==> src/rtl/fp_mul_pipe.sv <==
// fp_mul_pipe: three-stage IEEE-754-style multiplier (flush-to-zero, RNE) on valid/ready streams.
// Define FP_MUL_FLAGS_EN to add the registered {invalid, overflow, underflow, inexact} flags port.
module fp_mul_pipe #(
  parameter int unsigned EXP_W = 5,
  parameter int unsigned MAN_W = 10,
  parameter int unsigned TAG_W = 8
) (
  input  logic                 clk,
  input  logic                 reset,
  input  logic                 in_valid,
  output logic                 in_ready,
  input  logic [EXP_W+MAN_W:0] input_a,
  input  logic [EXP_W+MAN_W:0] input_b,
  input  logic [TAG_W-1:0]     in_tag,
  output logic                 out_valid,
  input  logic                 out_ready,
  output logic [EXP_W+MAN_W:0] result,
  output logic [TAG_W-1:0]     out_tag
`ifdef FP_MUL_FLAGS_EN
  ,
  output logic [3:0]           flags
`endif
);

  localparam int unsigned W  = 1 + EXP_W + MAN_W;
  localparam int unsigned XW = EXP_W + 2;
  localparam int unsigned SW = MAN_W + 1;
  localparam int unsigned PW = 2 * MAN_W + 2;
  localparam logic signed [XW-1:0] Bias   = XW'((2 ** (EXP_W - 1)) - 1);
  localparam logic signed [XW-1:0] ExpMax = XW'((2 ** EXP_W) - 1);
  localparam logic signed [XW-1:0] ExpOne = XW'(1);

  logic advance;
  assign advance  = !out_valid || out_ready;
  assign in_ready = advance;

  // Stage 1 unpack and classify; subnormals count as zero.
  logic [EXP_W-1:0] ea, eb;
  logic [MAN_W-1:0] ma, mb;
  logic             a_zero, b_zero, a_inf, b_inf, a_nan, b_nan, inf_zero;

  assign ea       = input_a[W-2 -: EXP_W];
  assign eb       = input_b[W-2 -: EXP_W];
  assign ma       = input_a[MAN_W-1:0];
  assign mb       = input_b[MAN_W-1:0];
  assign a_zero   = (ea == '0);
  assign b_zero   = (eb == '0);
  assign a_inf    = (&ea) && (ma == '0);
  assign b_inf    = (&eb) && (mb == '0);
  assign a_nan    = (&ea) && (ma != '0);
  assign b_nan    = (&eb) && (mb != '0);
  assign inf_zero = (a_inf && b_zero) || (b_inf && a_zero);

  logic                 s1_valid, s1_sign, s1_nan, s1_inf, s1_zero;
  logic signed [XW-1:0] s1_exp;
  logic [SW-1:0]        s1_siga, s1_sigb;
  logic [TAG_W-1:0]     s1_tag;

  logic                 s2_valid, s2_sign, s2_nan, s2_inf, s2_zero;
  logic signed [XW-1:0] s2_exp;
  logic [PW-1:0]        s2_prod;
  logic [TAG_W-1:0]     s2_tag;

`ifdef FP_MUL_FLAGS_EN
  logic       s1_inv, s2_inv;
  logic [3:0] flags_d;
`endif

  // Stage 3 normalise, round to nearest even, pack.
  logic                 hi, guard, sticky, rnd_up;
  logic [MAN_W-1:0]     man_t;
  logic [SW-1:0]        man_r;
  logic signed [XW-1:0] exp_r;
  logic [W-1:0]         res_d;

  always_comb begin
    hi     = s2_prod[PW-1];
    man_t  = hi ? s2_prod[PW-2 -: MAN_W] : s2_prod[PW-3 -: MAN_W];
    guard  = hi ? s2_prod[MAN_W] : s2_prod[MAN_W-1];
    sticky = hi ? |s2_prod[MAN_W-1:0] : |s2_prod[MAN_W-2:0];
    rnd_up = guard && (sticky || man_t[0]);
    man_r  = {1'b0, man_t} + SW'(rnd_up);
    // A rounding carry leaves the stored mantissa at zero and bumps the exponent.
    exp_r  = s2_exp + $signed({{(XW-1){1'b0}}, hi}) + $signed({{(XW-1){1'b0}}, man_r[MAN_W]});

    res_d = {s2_sign, exp_r[EXP_W-1:0], man_r[MAN_W-1:0]};
    if (s2_nan) begin
      res_d = {1'b0, {EXP_W{1'b1}}, 1'b1, {(MAN_W-1){1'b0}}};
    end else if (s2_inf) begin
      res_d = {s2_sign, {EXP_W{1'b1}}, {MAN_W{1'b0}}};
    end else if (s2_zero || exp_r < ExpOne) begin
      res_d = {s2_sign, {(EXP_W+MAN_W){1'b0}}};
    end else if (exp_r >= ExpMax) begin
      res_d = {s2_sign, {EXP_W{1'b1}}, {MAN_W{1'b0}}};
    end

`ifdef FP_MUL_FLAGS_EN
    flags_d = '0;
    if (s2_nan) begin
      flags_d = {s2_inv, 3'b000};
    end else if (s2_inf || s2_zero) begin
      flags_d = '0;
    end else if (exp_r < ExpOne) begin
      flags_d = 4'b0011;
    end else if (exp_r >= ExpMax) begin
      flags_d = 4'b0101;
    end else begin
      flags_d = {3'b000, guard || sticky};
    end
`endif
  end

  always_ff @(posedge clk) begin
    if (reset) begin
      s1_valid  <= 1'b0;
      s1_sign   <= 1'b0;
      s1_nan    <= 1'b0;
      s1_inf    <= 1'b0;
      s1_zero   <= 1'b0;
      s1_exp    <= '0;
      s1_siga   <= '0;
      s1_sigb   <= '0;
      s1_tag    <= '0;
      s2_valid  <= 1'b0;
      s2_sign   <= 1'b0;
      s2_nan    <= 1'b0;
      s2_inf    <= 1'b0;
      s2_zero   <= 1'b0;
      s2_exp    <= '0;
      s2_prod   <= '0;
      s2_tag    <= '0;
      out_valid <= 1'b0;
      result    <= '0;
      out_tag   <= '0;
`ifdef FP_MUL_FLAGS_EN
      s1_inv    <= 1'b0;
      s2_inv    <= 1'b0;
      flags     <= '0;
`endif
    end else if (advance) begin
      s1_valid  <= in_valid;
      s1_sign   <= input_a[W-1] ^ input_b[W-1];
      s1_nan    <= a_nan || b_nan || inf_zero;
      s1_inf    <= a_inf || b_inf;
      s1_zero   <= a_zero || b_zero;
      s1_exp    <= $signed({2'b00, ea}) + $signed({2'b00, eb}) - Bias;
      s1_siga   <= {1'b1, ma};
      s1_sigb   <= {1'b1, mb};
      s1_tag    <= in_tag;
      s2_valid  <= s1_valid;
      s2_sign   <= s1_sign;
      s2_nan    <= s1_nan;
      s2_inf    <= s1_inf;
      s2_zero   <= s1_zero;
      s2_exp    <= s1_exp;
      s2_prod   <= PW'(s1_siga) * PW'(s1_sigb);
      s2_tag    <= s1_tag;
      out_valid <= s2_valid;
      result    <= res_d;
      out_tag   <= s2_tag;
`ifdef FP_MUL_FLAGS_EN
      // Signalling NaN has the mantissa MSB clear.
      s1_inv    <= inf_zero || (a_nan && !ma[MAN_W-1]) || (b_nan && !mb[MAN_W-1]);
      s2_inv    <= s1_inv;
      flags     <= flags_d;
`endif
    end
  end

endmodule

==> config.mk <==
export PLATFORM = sky130hd
export DESIGN_NAME = fp_mul_pipe
export DESIGN_NICKNAME = d
export VERILOG_FILES = /design/src/rtl/fp_mul_pipe.sv
export SDC_FILE = /design/constraint.sdc
export NUM_CORES = 1
export LEC_CHECK = 0
export CORE_ASPECT_RATIO = 1.4
export CORE_MARGIN = 3
export CORE_UTILIZATION = 60
export DETAILED_ROUTE_END_ITERATION = 10
export PLACE_DENSITY = 0.82
export SYNTH_ARGS = -nofsm -noshare
export SYNTH_HDL_FRONTEND = slang
export SYNTH_SLANG_ARGS = --single-unit
==> constraint.sdc <==
create_clock -name clk -period 15.4 [get_ports clk]
set_clock_uncertainty 0.05 [all_clocks]
set_input_delay 3.08 -clock clk [delete_from_list [all_inputs] [get_ports clk]]
set_output_delay 3.08 -clock clk [all_outputs]
set_load 0.1 [all_outputs]
==> results of run 1 <==
## worst max-delay path, cell delays in order
cell,delay [ns]
clkdlybuf4s50_1,0.50
nor2b_4,0.05
inv_2,0.06
clkdlybuf4s50_1,1.12
## cells by family after synthesis
| group | Yosys count |
|---|---|
| multiplexers | 9 |
| AO/OA/AOI/OAI | 200 |
| XOR/XNOR | 18 |
| flip-flops | 108 |
| AND/OR/NAND/NOR | 386 |
| buffers and inverters | 185 |
| adder cells (fa/ha/maj) | 153 |
## power groups by stage
stage	sequential [W]	combinational (W)	clock, W
final	0.000341	0.000268	0.000237
after global routing	0.000344	0.000303	0.000250
after CTS	0.000340	0.000271	0.000241
after detailed placement	0.000346	0.000265	0
after global placement	0.000346	0.000262	0
after floorplan	0.000359	0.000184	0
## final cells by class
type,count,area (sq um),area share [%]
Timing Repair Buffer,74,723.2,7.395
Sequential cell,108,2162,22.11
Inverter,126,473.0,4.836
Clock buffer,9,225.2,2.303
Tap cell,185,231.5,2.367
Clock inverter,7,83.83,0.8572
Multi-Input combinational cell,766,5881,60.13
## per-layer routing
layer / wire length [microns] / part of all wire (%) / GRT usage (%)
met5: 0 / 0 / 0
met4: 459 / 2.4 / 9.539
met3: 887 / 4.6 / 3.378
met2: 10300 / 53 / 45.98
met1: 7784 / 40 / 29.76
## registers in the layout, summed over array words and instances, names as in the netlist
register,flops
s1_nan,1
out_valid,1
s1_zero,1
out_tag,8
s1_exp,7
s2_sign,1
s1_sigb,10
s2_inf,1
s1_siga,11
s2_prod,22
s2_valid,1
s2_tag,8
s2_zero,1
s1_sign,1
s2_nan,1
s2_exp,7
s1_valid,1
result,16
s1_tag,8
s1_inf,1
## metrics by stage
stage	area (sq um)	total power [W]	util (%)	hold WS, ns
after global placement	9470	0.0006076	67.15	0.3882
after CTS	9779	0.0008512	69.35	0.4052
after global routing	9779	0.0008980	69.35	0.4208
after floorplan	8737	0.0005433	-	0.3815
final	9779	0.0008460	69.35	0.4030
after detailed placement	9470	0.0006111	67.15	0.3949
## final timing paths
check | from | end | slack (ns) | cells after the start
max | out_ready | in_ready | 7.45 | 4
min | s2_prod[8]$_SDFFE_PP0P_ | s2_prod[8]$_SDFFE_PP0P_ | 0.40 | 2
max reg2reg | s1_siga[10]$_SDFFE_PP0P_ | s2_prod[20]$_SDFFE_PP0P_ | 9.70 | 16
min reg2reg | s2_prod[8]$_SDFFE_PP0P_ | s2_prod[8]$_SDFFE_PP0P_ | 0.40 | 2
## cell usage in the layout, fill, tap and decap left out, types with 7 or more instances in the layout
cell type        Yosys  final
a211oi_1            15     15
a21o_1               9      9
a21oi_1            103    103
a32o_1               7      7
and2_1              64     64
clkbuf_16            0      9
clkdlybuf4s50_1      0     68
dfxtp_1            108    108
fa_1                82     82
ha_1                71     71
inv_1              125    125
mux2i_1              7      7
nand2_1            210    210
nand2b_1             7      7
nand3_1             20     20
nor2_1              32     32
nor2b_1              8      7
nor3_1               9      9
nor4_1               7      7
o21ai_0             15     15
or3_1                7      7
xnor2_1             12     12
==> impl_metrics.csv, run 1 <==
group,metric,value,unit
run_status,status,"finished clean",
power_and_ir_drop,power.leakage,4.434,nW
clocking,cts.path.max_buffers,2,
routing,drt-total-wl,19.43,mm
die,die-area,16070,sq um
synth,synth.top_cell.area_share,24.75,%
timing,fin_setup_tns,0,ns
power_and_ir_drop,p_int,0.0005316,W
clocking,post_cts_buffers,0,
timing,finalSetupViolCount,0,
power_and_ir_drop,p_sw,0.0003144,W
critical_path,crit_type,"in -> out",
place,numPortBuffers,69,
final_layout,post_layout_nonfiller_instances,1275,
synth,synth-simple-area-share,20.79,%
power_and_ir_drop,swShare,37.16,%
clocking,cts-root-buf,"clkbuf_16",
final_layout,fillCellCount,1113,
final_layout,fin_nets,1282,
global_routing,track_usage,25.20,%
place,gp_congestion,0.8270,
synth,synthFlopType,"dfxtp_1",
place,dp_hpwl,14.08,mm
final_layout,synthToLayoutAreaGrowth,11.93,%
power_and_ir_drop,p_comb_share,31.7,%
synth,yosysTopAreaCell,"dfxtp_1",
synth,syn_nets,1256,
clocking,cts.sink_count,108,
synth,yosysWarnings,0,
routing,drt_pre_antenna_iters,5,
power_and_ir_drop,clockPowerShare,28.0,%
clocking,cts_tree,"yes",
synth,synth-xor-area-share,1.804,%
routing,ant_nets,0,
timing,fmax,125.8,MHz
die,die_w,108.0,microns
die,io_pins,70,
critical_path,start_kind,"input port",
clocking,htreeDepth,3,
die,start_util,61.96,%
timing,worst_slew_pin_slew,1.005,ns
synth,yosys-top-cells-area,"dfxtp_1 (25%), fa_1 (19%), ha_1 (10%), nand2_1 (9.0%), a21oi_1 (5.9%)",
synth,synth_most_common_cell,"nand2_1",
timing,slew_headroom,32.78,%
timing,finalCriticalPeriod,7.946,ns
routing,drc_errors,0,
global_routing,grt_pass1_wl,32.60,mm
synth,yosysUniqueCellTypes,57,
power_and_ir_drop,ir_drop,0.08352,mV
synth,synthMuxAreaShare,1.060,%
routing,drt_iter0_markers,385,
timing,slew_viol_final,0,
clocking,clk_pin_slew,0.07,ns
timing,rsz0062_at_grt,"no",
synth,syn_area_per_cell,8.250,sq um
die,core,14100,sq um
critical_path,arrival,4.82,ns
final_layout,antenna_cells,0,
die,row_count,51,
critical_path,worstPathRequired,12.27,ns
final_layout,drive_above_1_share,3.486,%
global_routing,grt_max_degree,99,
synth,synth-compound-area-share,14.61,%
routing,post_drt_wl_per_cell,15.24,microns
hold_path,min_path_type,"reg -> reg",
timing,fin_ws,7.454,ns
synth,seq_area_frac_synth,24.75,%
die,die_y,148.8,microns
synth,syn_inst,1059,
global_routing,grt_pass1_vias,7155,
job,max-cap-violations,0,
synth,ys_seq_elements,108,
place,dpl_worst_slack,7.448,ns
clocking,worstSkewPairLatency,0.36,ns
clocking,cts_buffers,9,
power_and_ir_drop,p_per_area,86.51,nW/um^2
place,place_inst,1259,
synth,synth_edf_count,0,
synth,synth_fa_ha_area_share,28.96,%
critical_path,cp-end-kind,"output pin",
critical_path,path_max_fanout,2,
timing,finalCritPeriodShare,51.60,%
routing,viasPerCell,5.694,
synth,synth_top_family_by_area,"adder cells",
routing,num_vias,7260,
clocking,cts_hold_buf,0,
power_and_ir_drop,share_seq_of_total_power,40.3,%
clocking,cts.repair.resized,0,
synth,synth_area,8737,sq um
global_routing,antenna_found_initial,0,
synth,synthTopCellsByCount,"nand2_1 (210), inv_1 (125), dfxtp_1 (108), a21oi_1 (103), fa_1 (82)",
synth,async_flop_share,0,%
timing,hold_viol_final,0,
global_routing,overflow,0,
Note: power is estimated with default switching activity, not from simulation.
==> inputs of run 2 (changes only) <==
==> constraint.sdc (replaced) <==
create_clock -name clk -period 7.6 [get_ports clk]
set_clock_uncertainty 0.05 [all_clocks]
set_input_delay 1.52 -clock clk [delete_from_list [all_inputs] [get_ports clk]]
set_output_delay 1.52 -clock clk [all_outputs]
set_load 0.1 [all_outputs]
==> impl_metrics.csv, run 2 (same netlist as run 1, synthesis figures left out) <==
group,metric,value,unit
die,start_util,61.96,%
critical_path,worstPathRequired,7.81,ns
hold_path,min-delay-start,"s2_tag[4]$_SDFFE_PP0P_",
routing,viasPerCell,5.642,
critical_path,r2r_slack,2.01,ns
critical_path,worst_r2r_path_depth,16,
clocking,cts_hold_buf,0,
critical_path,slowest_stage,"dfxtp_1",
global_routing,track_usage,25.75,%
timing,hold_viol_final,0,
timing,rsz0062_at_grt,"no",
timing,slew_viol_final,0,
clocking,clk_pin_slew,0.08,ns
final_layout,fin_nets,1282,
job,max-cap-violations,0,
clocking,cts-root-buf,"clkbuf_16",
critical_path,critPathTopFamily,"adder cells",
routing,drt_iter0_markers,444,
critical_path,crit_type,"reg -> reg",
critical_path,crit_buf_inv,3,
hold_path,hold_depth,2,
final_layout,drive_above_1_share,3.486,%
final_layout,post_layout_nonfiller_instances,1275,
die,core,14100,sq um
global_routing,grt_pass1_vias,7297,
final_layout,final_common_cell,"nand2_1",
critical_path,arrival,5.80,ns
place,dp_hpwl,14.23,mm
die,row_count,51,
global_routing,grt_pass1_wl,33.44,mm
place,place_inst,1259,
critical_path,crit_chain,"nand2_1 > fa_1 > fa_1 > inv_1 > fa_1 > fa_1 > inv_1 > fa_1 > inv_1 > ha_1 > and2_1 > nand3_1 > or3_1 > a211oi_1 > o21ai_0 > a32o_1",
power_and_ir_drop,ir_drop,0.1672,mV
clocking,cts_tree,"yes",
routing,ant_nets,0,
critical_path,cp_common_cell,"fa_1",
final_layout,regArea,2162,sq um
power_and_ir_drop,p_per_area,175.3,nW/um^2
final_layout,reg_top3,"s2_prod x22, result x16, s1_siga x11",
hold_path,min_path_type,"reg -> reg",
die,die-area,16070,sq um
timing,finalCriticalPeriod,5.588,ns
clocking,cts_buffers,9,
hold_path,min_to,"s2_tag[4]$_SDFFE_PP0P_",
timing,holdWs,0.4019,ns
routing,post_drt_wl_per_cell,15.16,microns
routing,drc_errors,0,
global_routing,grt_max_degree,99,
final_layout,fillCellCount,1118,
timing,worst_slew_pin_slew,1.049,ns
die,io_pins,70,
final_layout,largest_reg_flops,22,
timing,finalSetupViolCount,0,
die,die_y,148.8,microns
global_routing,overflow,0,
critical_path,r2r_end,"s2_prod[20]$_SDFFE_PP0P_",
global_routing,antenna_found_initial,0,
timing,finalCritPeriodShare,73.52,%
timing,fmax,179.0,MHz
critical_path,cp-end-kind,"flop",
die,die_w,108.0,microns
run_status,status,"finished clean",
critical_path,rr_startpoint,"s1_siga[10]$_SDFFE_PP0P_",
clocking,post_cts_buffers,0,
final_layout,synthToLayoutAreaGrowth,11.81,%
clocking,htreeDepth,3,
clocking,cts.repair.resized,0,
final_layout,final_cell_mix,"nand2_1 (210), inv_1 (125), dfxtp_1 (108)",
clocking,cts.path.max_buffers,2,
final_layout,final_util,69.28,%
timing,slew_headroom,29.86,%
routing,drt_pre_antenna_iters,5,
critical_path,path_max_fanout,22,
final_layout,antenna_cells,0,
routing,drt-total-wl,19.33,mm
clocking,worstSkewPairLatency,0.37,ns
critical_path,max_stage_delay,0.76,ns
place,gp_congestion,0.8633,
routing,num_vias,7194,
power_and_ir_drop,power.leakage,4.433,nW
final_layout,regMostFlops,"s2_prod",
timing,fin_setup_tns,0,ns
final_layout,multi_input_area,5881,sq um
clocking,cts.sink_count,108,
place,numPortBuffers,69,
critical_path,start_kind,"flop",
run 2: cell count changes in the layout (fill, tap and decap cells not counted), sizes merged:
cell and delta:
clkinv -4, inv +4
run 2: where the power goes:
group          total, W  internal (W)  switching [W]
Sequential     0.000691      0.000617      0.0000746
Clock          0.000477      0.000234       0.000243
Combinational  0.000544      0.000225       0.000319
Total           0.00171       0.00108       0.000636
run 2: how the worst max path moves through the flow:
stage                              from                  endpoint  slack, ns  depth (start not counted)
2_1_floorplan  s1_siga[10]$_SDFFE_PP0P_  s2_prod[20]$_SDFFE_PP0P_       2.48                         17
3_3_place_gp   s1_siga[10]$_SDFFE_PP0P_  s2_prod[20]$_SDFFE_PP0P_       2.14                         16
3_5_place_dp   s1_siga[10]$_SDFFE_PP0P_  s2_prod[17]$_SDFFE_PP0P_       2.02                         15
4_1_cts        s1_siga[10]$_SDFFE_PP0P_  s2_prod[17]$_SDFFE_PP0P_       2.00                         15
5_1_grt        s1_siga[10]$_SDFFE_PP0P_  s2_prod[17]$_SDFFE_PP0P_       1.72                         15
6_report       s1_siga[10]$_SDFFE_PP0P_  s2_prod[20]$_SDFFE_PP0P_       2.01                         16
run 2: layer usage:
| metal | wire (microns) | global-route usage, % | share of wire, % | up-vias |
|---|---|---|---|---|
| met2 | 10050 | 45.61 | 52 | 173 |
| met5 | 0 | 0 | 0 | - |
| met4 | 554 | 10.30 | 2.9 | 0 |
| met3 | 963 | 4.071 | 5.0 | 45 |
| met1 | 7765 | 31.01 | 40 | 3456 |
| li1 | - | - | - | 3520 |
run 2: tightest hold or removal path, cell delays in order, from the launching register on:
cell     delay, ns
dfxtp_1       0.31
nand2_1       0.05
a21oi_1       0.05
run 2: layout make-up:
| class | instances | share of cell area [%] |
|---|---|---|
| multi-input combinational | 766 | 60.19 |
| sequential | 108 | 22.13 |
| timing repair buffer | 74 | 7.403 |
| inverter | 126 | 4.841 |
| tap | 185 | 2.369 |
| clock buffer | 9 | 2.305 |
| clock inverter | 7 | 0.7556 |
run 2: stage by stage:
stage	total power, W	setup slack, ns	area, sq um
after floorplan	0.001101	2.479	8737
after global placement	0.001232	2.137	9470
after detailed placement	0.001242	2.015	9470
after CTS	0.001723	2.002	9769
after global routing	0.001818	1.716	9769
final	0.001712	2.012	9769
==> inputs of run 3 (changes only) <==
--- a/config.mk
+++ b/config.mk
@@ -7,9 +7,9 @@
 export LEC_CHECK = 0
 export CORE_ASPECT_RATIO = 1.4
 export CORE_MARGIN = 3
-export CORE_UTILIZATION = 60
+export CORE_UTILIZATION = 54
 export DETAILED_ROUTE_END_ITERATION = 10
-export PLACE_DENSITY = 0.82
+export PLACE_DENSITY = 0.78
 export SYNTH_ARGS = -nofsm -noshare
 export SYNTH_HDL_FRONTEND = slang
 export SYNTH_SLANG_ARGS = --single-unit
==> constraint.sdc (replaced) <==
create_clock -name clk -period 4.7 [get_ports clk]
set_clock_uncertainty 0.05 [all_clocks]
set_input_delay 0.94 -clock clk [delete_from_list [all_inputs] [get_ports clk]]
set_output_delay 0.94 -clock clk [all_outputs]
set_load 0.1 [all_outputs]
==> impl_metrics.csv, run 3 (same netlist as run 1, synthesis figures left out) <==
group,metric,value,unit
global_routing,grt_use_met1,30.00,%
routing,drt-total-wl,21.37,mm
place,gp_congestion,0.8928,
clocking,cts.path.max_buffers,2,
global_routing,grt_pass1_vias,7731,
critical_path,start_kind,"flop",
critical_path,crit_type,"reg -> reg",
final_layout,synthToLayoutAreaGrowth,22.93,%
clocking,worstSkewPairLatency,0.37,ns
routing,ant_nets,0,
die,io_pins,70,
critical_path,cp_common_cell,"fa_1",
die,start_util,55.50,%
global_routing,track_usage,24.82,%
critical_path,endpoint,"s2_prod[20]$_SDFFE_PP0P_",
critical_path,r2r_slack,-0.15,ns
run_status,status,"finished with violations",
hold_path,hold_depth,2,
critical_path,cp-end-kind,"flop",
critical_path,worstPathRequired,4.91,ns
run_status,violations,"setup timing",
global_routing,grt.met3_usage,3.211,%
global_routing,grt_pass1_wl,35.98,mm
clocking,cts.sink_count,108,
timing,finalCritPeriodShare,103.1,%
die,die-area,17760,sq um
die,core,15740,sq um
critical_path,max_stage_delay,0.54,ns
hold_path,min_path_type,"reg -> reg",
timing,finalSetupViolCount,7,
place,dpl_worst_slack,-0.2757,ns
global_routing,grtUsageMet2,44.82,%
clocking,cts-root-buf,"clkbuf_16",
global_routing,grt_max_degree,94,
critical_path,worst_r2r_path_depth,17,
job,max-cap-violations,0,
final_layout,regArea,2228,sq um
critical_path,r2r_end,"s2_prod[20]$_SDFFE_PP0P_",
critical_path,cp.depth,17,
timing,slew_headroom,33.85,%
final_layout,multi_input_area,6191,sq um
final_layout,regMostFlops,"s2_prod",
die,row_count,54,
power_and_ir_drop,power.leakage,4.795,nW
critical_path,crit_chain,"nand2_1 > fa_1 > fa_1 > inv_2 > fa_1 > fa_1 > inv_2 > fa_1 > inv_2 > ha_4 > and2_4 > nand3_2 > buf_6 > o221a_4 > a211oi_4 > o21ai_1 > a32o_1",
final_layout,drive_above_1_share,16.39,%
critical_path,worstSetupStartpoint,"s1_sigb[6]$_SDFFE_PP0P_",
final_layout,final_common_cell,"nand2_1",
clocking,cts_tree,"yes",
clocking,cts_hold_buf,0,
power_and_ir_drop,p_per_area,282.6,nW/um^2
die,die_w,113.5,microns
timing,fmax,206.3,MHz
timing,rsz0062_at_grt,"yes",
timing,worst_slew_pin_slew,0.9892,ns
global_routing,antenna_found_initial,0,
routing,viasPerCell,5.564,
final_layout,largest_reg_flops,22,
power_and_ir_drop,ir_drop,0.2547,mV
clocking,clk_pin_slew,0.08,ns
global_routing,overflow,0,
critical_path,crit_buf_inv,4,
final_layout,antenna_cells,0,
critical_path,slowest_stage,"fa_1",
final_layout,fillCellCount,1221,
critical_path,critPathTopFamily,"adder cells",
critical_path,rr_startpoint,"s1_sigb[6]$_SDFFE_PP0P_",
routing,drt_iter0_markers,510,
timing,finalCriticalPeriod,4.848,ns
final_layout,reg_top3,"s2_prod x22, result x16, s1_siga x11",
final_layout,final_cell_mix,"nand2_1 (200), inv_1 (113), a21oi_1 (96)",
timing,fin_ws,-0.1477,ns
routing,post_drt_wl_per_cell,15.77,microns
timing,hold_viol_final,0,
final_layout,post_layout_nonfiller_instances,1355,
clocking,cts_buffers,9,
routing,drc_errors,0,
global_routing,grt.busiest_layer,"met2",
critical_path,arrival,5.06,ns
place,dp_hpwl,15.73,mm
timing,slew_viol_final,0,
clocking,htreeDepth,3,
final_layout,fin_nets,1351,
routing,num_vias,7539,
place,place_inst,1325,
place,numPortBuffers,69,
power_and_ir_drop,total_power,0.003035,W
critical_path,path_max_fanout,8,
routing,drt_pre_antenna_iters,5,
die,die_y,156.5,microns
-- run 3: cell types whose count changed in the layout (fill, tap and decap cells not counted), moves of 5 or more --
cell	delta
a21oi_2	+6
a21oi_1	-7
fa_1	-5
dfxtp_1	-19
buf_6	+5
inv_1	-12
buf_4	+63
ha_4	+11
fa_2	+5
ha_1	-14
nand2_2	+10
inv_2	+12
nand2_1	-10
dfxtp_4	+17
-- run 3: layer usage --
metal	wire length (microns)	share of wire, %	vias to the layer above
li1	-	-	3653
met3	837	3.9	53
met2	11220	52	215
met4	606	2.8	0
met5	0	0	-
met1	8708	41	3618
-- run 3: area by class of cell --
| class | instances | share of cell area [%] |
|---|---|---|
| Timing Repair Buffer | 143 | 11.94 |
| Clock inverter | 7 | 0.8854 |
| Clock buffer | 9 | 2.097 |
| Tap cell | 196 | 2.283 |
| Sequential cell | 108 | 20.75 |
| Multi-Input combinational cell | 766 | 57.64 |
| Inverter | 126 | 4.404 |
-- run 3: worst min path at each step --
stage	slack (ns)	startpoint	to
after floorplan	0.38	s2_prod[3]$_SDFFE_PP0P_	s2_prod[3]$_SDFFE_PP0P_
after global placement	0.39	s1_tag[1]$_SDFFE_PP0P_	s1_tag[1]$_SDFFE_PP0P_
after detailed placement	0.39	s1_tag[5]$_SDFFE_PP0P_	s1_tag[5]$_SDFFE_PP0P_
after CTS	0.40	s1_sign$_SDFFE_PP0P_	s2_sign$_SDFFE_PP0P_
after global routing	0.42	s1_tag[1]$_SDFFE_PP0P_	s1_tag[1]$_SDFFE_PP0P_
final	0.40	s1_tag[6]$_SDFFE_PP0P_	s1_tag[6]$_SDFFE_PP0P_
-- run 3: power breakdown --
part / internal, W / switching, W / leakage [nW]
sequential: 0.000995 / 0.000102 / 0.899
clock: 0.000389 / 0.000424 / 0.151
combinational: 0.000511 / 0.000614 / 3.74
-- run 3: repair_timing --
item / in CTS / in global routing
setup buffers: 6 / 8
cloned: 0 / 0
pin swaps: 44 / 25
setup endpoints to repair: 13 / 13
resized for setup: 52 / 32
-- run 3: worst reg2reg max path, cell delays in order, from the launching register on --
cell and delay (ns):
dfxtp_2 0.43, nand2_1 0.11, fa_1 0.49, fa_1 0.51, inv_2 0.04, fa_1 0.48, fa_1 0.54, inv_2 0.04
fa_1 0.49, inv_2 0.05, ha_4 0.26, and2_4 0.15, nand3_2 0.09, buf_6 0.13, o221a_4 0.27, a211oi_4 0.25
o21ai_1 0.11, a32o_1 0.25
-- run 3: metrics by stage --
step	area [sq um]	hold WS [ns]	setup TNS (ns)	util (%)
floorplan	9069	0.3815	-0.003903	-
global placement	10060	0.3877	-1.284	63.88
detailed placement	10060	0.3933	-1.977	63.88
CTS	10570	0.4033	-0.3081	67.13
global route	10740	0.4188	-1.774	68.22
finish	10740	0.4026	-0.5025	68.22
